==> src/rtl/pipe_ctrl_pkg.sv <==
`default_nettype none
// +------------------------------------------------------------------+
// | pipe_ctrl_pkg                                                    |
// | Shared encodings for the pipeline sequencing controller.         |
// | Rev 1.0 - initial release                                        |
// +------------------------------------------------------------------+
package pipe_ctrl_pkg;

    localparam logic [1:0] PC_SEL_SEQ  = 2'd0;
    localparam logic [1:0] PC_SEL_REL  = 2'd1;
    localparam logic [1:0] PC_SEL_JALR = 2'd2;

    localparam logic [1:0] BR_NONE = 2'd0;
    localparam logic [1:0] BR_REL  = 2'd1;
    localparam logic [1:0] BR_JALR = 2'd2;

    localparam logic [1:0] PCTL_RUN     = 2'd0;
    localparam logic [1:0] PCTL_FLUSH   = 2'd1;
    localparam logic [1:0] PCTL_MEMWAIT = 2'd2;

    localparam logic [4:0] REG_X0 = 5'd0;

    // Code 3 is reserved in the ALU encoding and must never redirect.
    function automatic logic is_redirect(input logic [1:0] br);
        return (br == BR_REL) || (br == BR_JALR);
    endfunction

endpackage
`default_nettype wire

==> src/rtl/pipe_ctrl_hazard_detect.sv <==
`default_nettype none
// +------------------------------------------------------------------+
// | pipe_ctrl_hazard_detect                                          |
// | Combinational load-use detector between EX and ID.               |
// | Rev 1.0 - initial release                                        |
// +------------------------------------------------------------------+
module pipe_ctrl_hazard_detect
    import pipe_ctrl_pkg::*;
(
    input  logic       ex_valid,
    input  logic       ex_is_load,
    input  logic [4:0] ex_rd,
    input  logic [4:0] id_rs1,
    input  logic [4:0] id_rs2,
    input  logic       id_use_rs1,
    input  logic       id_use_rs2,
    output logic       load_use
);

    logic w_rs1_hit;
    logic w_rs2_hit;

    assign w_rs1_hit = id_use_rs1 && (id_rs1 == ex_rd);
    assign w_rs2_hit = id_use_rs2 && (id_rs2 == ex_rd);
    assign load_use  = ex_valid && ex_is_load && (ex_rd != REG_X0) && (w_rs1_hit || w_rs2_hit);

endmodule
`default_nettype wire

==> src/rtl/pipe_ctrl.sv <==
`default_nettype none
// +------------------------------------------------------------------+
// | pipe_ctrl                                                        |
// | Pipeline sequencing controller: redirect, flush, load-use and    |
// | memory-wait policy. Perf counters enabled by PIPE_CTRL_PERF_EN.  |
// | Rev 1.0 - initial release                                        |
// +------------------------------------------------------------------+
module pipe_ctrl
    import pipe_ctrl_pkg::*;
#(
    parameter int FLUSH_DEPTH = 2,
    parameter int CNT_W       = 32
) (
    input  logic             clk,
    input  logic             rst,
    input  logic             ex_valid,
    input  logic [1:0]       ex_br_taken,
    input  logic             ex_is_load,
    input  logic [4:0]       ex_rd,
    input  logic [4:0]       id_rs1,
    input  logic [4:0]       id_rs2,
    input  logic             id_use_rs1,
    input  logic             id_use_rs2,
    input  logic             dmem_busy,
    output logic [1:0]       pc_sel,
    output logic             pc_stall,
    output logic             if_id_stall,
    output logic             if_id_flush,
    output logic             id_ex_bubble,
    output logic             pipe_freeze,
    output logic [CNT_W-1:0] perf_stall_cnt,
    output logic [CNT_W-1:0] perf_flush_cnt
);

    localparam logic [2:0] c_flush_reload = 3'(FLUSH_DEPTH - 1);

    logic [1:0] r_state;
    logic [1:0] r_resume;
    logic [2:0] r_cnt;
    logic [1:0] w_state_nxt;
    logic [1:0] w_resume_nxt;
    logic [2:0] w_cnt_nxt;
    logic [1:0] w_eff;
    logic       w_load_use;
    logic       w_redirect;

    pipe_ctrl_hazard_detect u_hazard (
        .ex_valid   (ex_valid),
        .ex_is_load (ex_is_load),
        .ex_rd      (ex_rd),
        .id_rs1     (id_rs1),
        .id_rs2     (id_rs2),
        .id_use_rs1 (id_use_rs1),
        .id_use_rs2 (id_use_rs2),
        .load_use   (w_load_use)
    );

    // While waiting on memory the saved state is the one that governs behaviour.
    assign w_eff      = (r_state == PCTL_MEMWAIT) ? r_resume : r_state;
    assign w_redirect = ex_valid && is_redirect(ex_br_taken);

    always_comb begin
        pc_sel       = PC_SEL_SEQ;
        pc_stall     = 1'b0;
        if_id_stall  = 1'b0;
        if_id_flush  = 1'b0;
        id_ex_bubble = 1'b0;
        pipe_freeze  = 1'b0;
        w_state_nxt  = w_eff;
        w_resume_nxt = r_resume;
        w_cnt_nxt    = r_cnt;
        if (rst) begin
            w_state_nxt  = PCTL_RUN;
            w_resume_nxt = PCTL_RUN;
            w_cnt_nxt    = 3'd0;
        end else if (dmem_busy) begin
            pipe_freeze  = 1'b1;
            pc_stall     = 1'b1;
            if_id_stall  = 1'b1;
            w_state_nxt  = PCTL_MEMWAIT;
            w_resume_nxt = w_eff;
        end else if (w_redirect) begin
            pc_sel       = (ex_br_taken == BR_JALR) ? PC_SEL_JALR : PC_SEL_REL;
            if_id_flush  = 1'b1;
            id_ex_bubble = 1'b1;
            if (FLUSH_DEPTH > 1) begin
                w_state_nxt = PCTL_FLUSH;
                w_cnt_nxt   = c_flush_reload;
            end else begin
                w_state_nxt = PCTL_RUN;
                w_cnt_nxt   = 3'd0;
            end
        end else if (w_eff == PCTL_FLUSH) begin
            if_id_flush  = 1'b1;
            id_ex_bubble = 1'b1;
            if (r_cnt <= 3'd1) begin
                w_state_nxt = PCTL_RUN;
                w_cnt_nxt   = 3'd0;
            end else begin
                w_cnt_nxt   = r_cnt - 3'd1;
            end
        end else if (w_load_use) begin
            pc_stall     = 1'b1;
            if_id_stall  = 1'b1;
            id_ex_bubble = 1'b1;
        end
    end

    always_ff @(posedge clk) begin
        if (rst) begin
            r_state  <= PCTL_RUN;
            r_resume <= PCTL_RUN;
            r_cnt    <= 3'd0;
        end else begin
            r_state  <= w_state_nxt;
            r_resume <= w_resume_nxt;
            r_cnt    <= w_cnt_nxt;
        end
    end

`ifdef PIPE_CTRL_PERF_EN
    logic [CNT_W-1:0] r_stall_cnt;
    logic [CNT_W-1:0] r_flush_cnt;

    always_ff @(posedge clk) begin
        if (rst) begin
            r_stall_cnt <= '0;
            r_flush_cnt <= '0;
        end else begin
            if (pc_stall) begin
                r_stall_cnt <= r_stall_cnt + CNT_W'(1);
            end
            if (w_redirect && !dmem_busy) begin
                r_flush_cnt <= r_flush_cnt + CNT_W'(1);
            end
        end
    end

    assign perf_stall_cnt = r_stall_cnt;
    assign perf_flush_cnt = r_flush_cnt;
`else
    assign perf_stall_cnt = '0;
    assign perf_flush_cnt = '0;
`endif

endmodule
`default_nettype wire

==> config.mk <==
export PLATFORM = sky130hd
export DESIGN_NAME = pipe_ctrl
export DESIGN_NICKNAME = d
export VERILOG_FILES = /design/src/rtl/pipe_ctrl_pkg.sv /design/src/rtl/pipe_ctrl_hazard_detect.sv /design/src/rtl/pipe_ctrl.sv
export SDC_FILE = /design/constraint.sdc
export NUM_CORES = 1
export LEC_CHECK = 0
export BUFFER_PORTS_ARGS = -buffer_cell sky130_fd_sc_hd__buf_2
export CORE_AREA = 2 2 56 58
export CTS_BUF_LIST = sky130_fd_sc_hd__clkbuf_4 sky130_fd_sc_hd__clkbuf_8
export DETAILED_ROUTE_END_ITERATION = 10
export DIE_AREA = 0 0 58 60
export PLACE_DENSITY = 0.9
export SYNTH_ARGS = -nofsm -noshare
export SYNTH_HDL_FRONTEND = slang
export SYNTH_SLANG_ARGS = --single-unit
==> constraint.sdc <==
create_clock -name clk -period 1.96 [get_ports clk]
set_clock_uncertainty 0.05 [all_clocks]
set_input_delay 0.098 -clock clk [delete_from_list [all_inputs] [get_ports clk]]
set_output_delay 0.098 -clock clk [all_outputs]
set_load 0.02 [all_outputs]
==> run_results.csv <==
group,metric,value,unit
place,dp.cells,199,
floorplan,chipWidth,58,microns
grt,grt_max_degree,16,
power,p_sw,0.000227,W
synthesis,ys_seq_area_share,13.1,%
grt,grtUsageTotal,9.31,%
clock_tree,clk_pin_slew,0.05,ns
synthesis,ys_ff_latch,7,
synthesis,synth-edff-count,0,
sta,fin_crit_sh,96.7,%
final_layout,fin_cells,204,
floorplan,core_area,2900,sq um
grt,grt_pass1_wl,2470,microns
sta,hold_slack,0.0916,ns
synthesis,avgSynthCellArea,7.75,sq um
power,clockPowerShare,27.8,%
power,vdd_drop_max,0.337,mV
final_layout,final_cell_mix,"conb_1 (64), buf_2 (28), nor2_1 (8), xor2_1 (8), a21oi_1 (5)",
setup_path,start_kind,"flip-flop",
place,dpl.hpwl,1550,microns
grt,grt_pass1_vias,633,
sta,fin_tns_setup,0,ns
synthesis,syn-instance-count,138,
worst_hold_path,hp-class,"input pin to flip-flop",
sta,fmax,528,MHz
drt,drc,0,
sta,fin_crit,1.89,ns
final_layout,fillCellCount,312,
power,p_total,0.000522,W
drt,wire_per_inst,8.51,microns
final_layout,antenna_cells,0,
drt,firstDrtPassIters,4,
final_layout,fin_area,1070,sq um
setup_path,worstPathRequired,1.81,ns
power,powerDensity,488,nW/um^2
drt,route.antenna.remaining_nets,0,
floorplan,rows,20,
sta,rsz0062_at_grt,"no",
setup_path,critical_path_class,"flip-flop to output port",
synthesis,synthFlopType,"dfxtp_1",
drt,wl,1740,microns
drt,first_iter_violations,21,
sta,setup_violations,0,
floorplan,die_y,60,microns
clock_tree,clockBufferDepth,2,
floorplan,design.die.area,3480,sq um
clock_tree,clkLatencyLatePin,0.25,ns
final_layout,post_route_cells_drive_above_1_share,24.6,%
final_layout,nNetsFinal,199,
place,place_congestion,0.759,
synthesis,netlist_area,1070,sq um
sta,final-max-slew-violation-count,0,
sta,finalHoldViolCount,0,
power,p_seq_share,28.9,%
power,combinationalPowerShare,43.3,%
final_layout,final_common_cell,"conb_1",
floorplan,pin_count,95,
grt,antenna_found_initial,0,
setup_path,arrival,1.75,ns
synthesis,yosysUniqueCellTypes,34,
setup_path,critPathMaxFanout,3,
place,io_buffers,30,
power,switching_share,43.5,%
drt,num_vias,837,
place,post_dp_cell_area,1020,sq um
clock_tree,cts-hold-fix-buffers,0,
setup_path,worstSetupEndpointType,"output port",
final_layout,area_delta_synth_final,0.000374,%
clock_tree,cts.sinks,7,
status,status,"finished clean",
clock_tree,numCtsBuffers,3,
synthesis,synth-async-reset-ratio,0,%
power,internal_power,0.000295,W
flow_run,cap_violations,0,
drt,viasPerCell,4.10,
clock_tree,h-tree-depth,1,
floorplan,start_util,36.9,%
clock_tree,cts_tree,"done",
clock_tree,cts-root-buf,"clkbuf_4",
grt,grt_overflow_total,0,
synthesis,yosys_warnings,0,
power,p_leak,0.570,nW
## through the flow
step	util (%)	setup slack [ns]
3_3_place_gp	35.0	0.197
3_5_place_dp	35.0	0.188
4_1_cts	36.8	0.0139
2_1_floorplan	-	0.0682
6_report	36.9	0.0650
5_1_grt	36.9	0.0148
## routing by layer
layer	up-vias	wire length [microns]	share of wire [%]	track usage, %
met1	377	605	35	9.35
met3	2	177	10	0.866
li1	399	-	-	-
met2	59	942	54	18.2
met4	0	10	0.58	5.98
met5	-	0	0	0
## worst paths after layout
| check | start | to | slack, ns | cells after the start |
|---|---|---|---|---|
| worst max-delay path | r_state[0]$_SDFF_PP0_ | pc_stall | 0.07 | 5 |
| worst min-delay path | dmem_busy | r_state[0]$_SDFF_PP0_ | 0.09 | 2 |
| worst max register to register | r_cnt[1]$_SDFFE_PP0P_ | r_cnt[1]$_SDFFE_PP0P_ | 0.33 | 6 |
| worst min register to register | r_cnt[1]$_SDFFE_PP0P_ | r_cnt[1]$_SDFFE_PP0P_ | 0.43 | 2 |
## cell usage after synthesis, drive strengths merged, types with 3 or more instances
cell / number / area share, %
nor4: 3 / 1.8
ha: 3 / 3.5
xor2: 8 / 6.5
a21oi: 5 / 2.3
inv: 4 / 1.4
dfxtp: 7 / 13
o21ai: 4 / 1.9
nor2: 8 / 2.8
buf: 66 / 46
or3: 3 / 1.8
## layout make-up
class	count	area [sq um]	share of cell area, %
clock buffers	4	30.0	2.81
repair buffers	33	185	17.3
flip-flops and latches	7	144	13.5
multi-input cells	123	654	61.2
inverters	4	15.0	1.40
well taps	33	41.3	3.86
## critical path, cell delays in order, from the launching register on
cell	delay, ns
dfxtp_2	0.33
and4bb_1	0.22
or3_1	0.32
or3_1	0.33
o22ai_2	0.15
buf_6	0.15
## timing repair
item / in CTS / in global routing
endpoints found under the setup margin: 2 / 2
buffers inserted: 1 / 0
pin swaps: 0 / 1
hold endpoints to repair: 0 / 0
gates resized for setup: 6 / 1
## flip-flops by register name (all words and copies together), names as in the netlist
| name | flops |
|---|---|
| r_resume | 2 |
| r_cnt | 3 |
| r_state | 2 |
## logic make-up after synthesis
| group | share of synthesized area (%) |
|---|---|
| flops | 13.1 |
| other cells | 0.351 |
| compound gates | 11.7 |
| simple gates | 15.3 |
| fa+ha+maj | 3.51 |
| xor+xnor | 8.19 |
| buf+inv | 47.8 |
## power groups by stage
stage,combinational [W],sequential [W],clock [W]
after floorplan,0.000270,0.000153,0
after global placement,0.000217,0.000153,0
after detailed placement,0.000221,0.000154,0
after CTS,0.000225,0.000150,0.000149
after global routing,0.000249,0.000151,0.000159
final,0.000226,0.000151,0.000145
No activity file was read; power rests on OpenSTA's default activity.
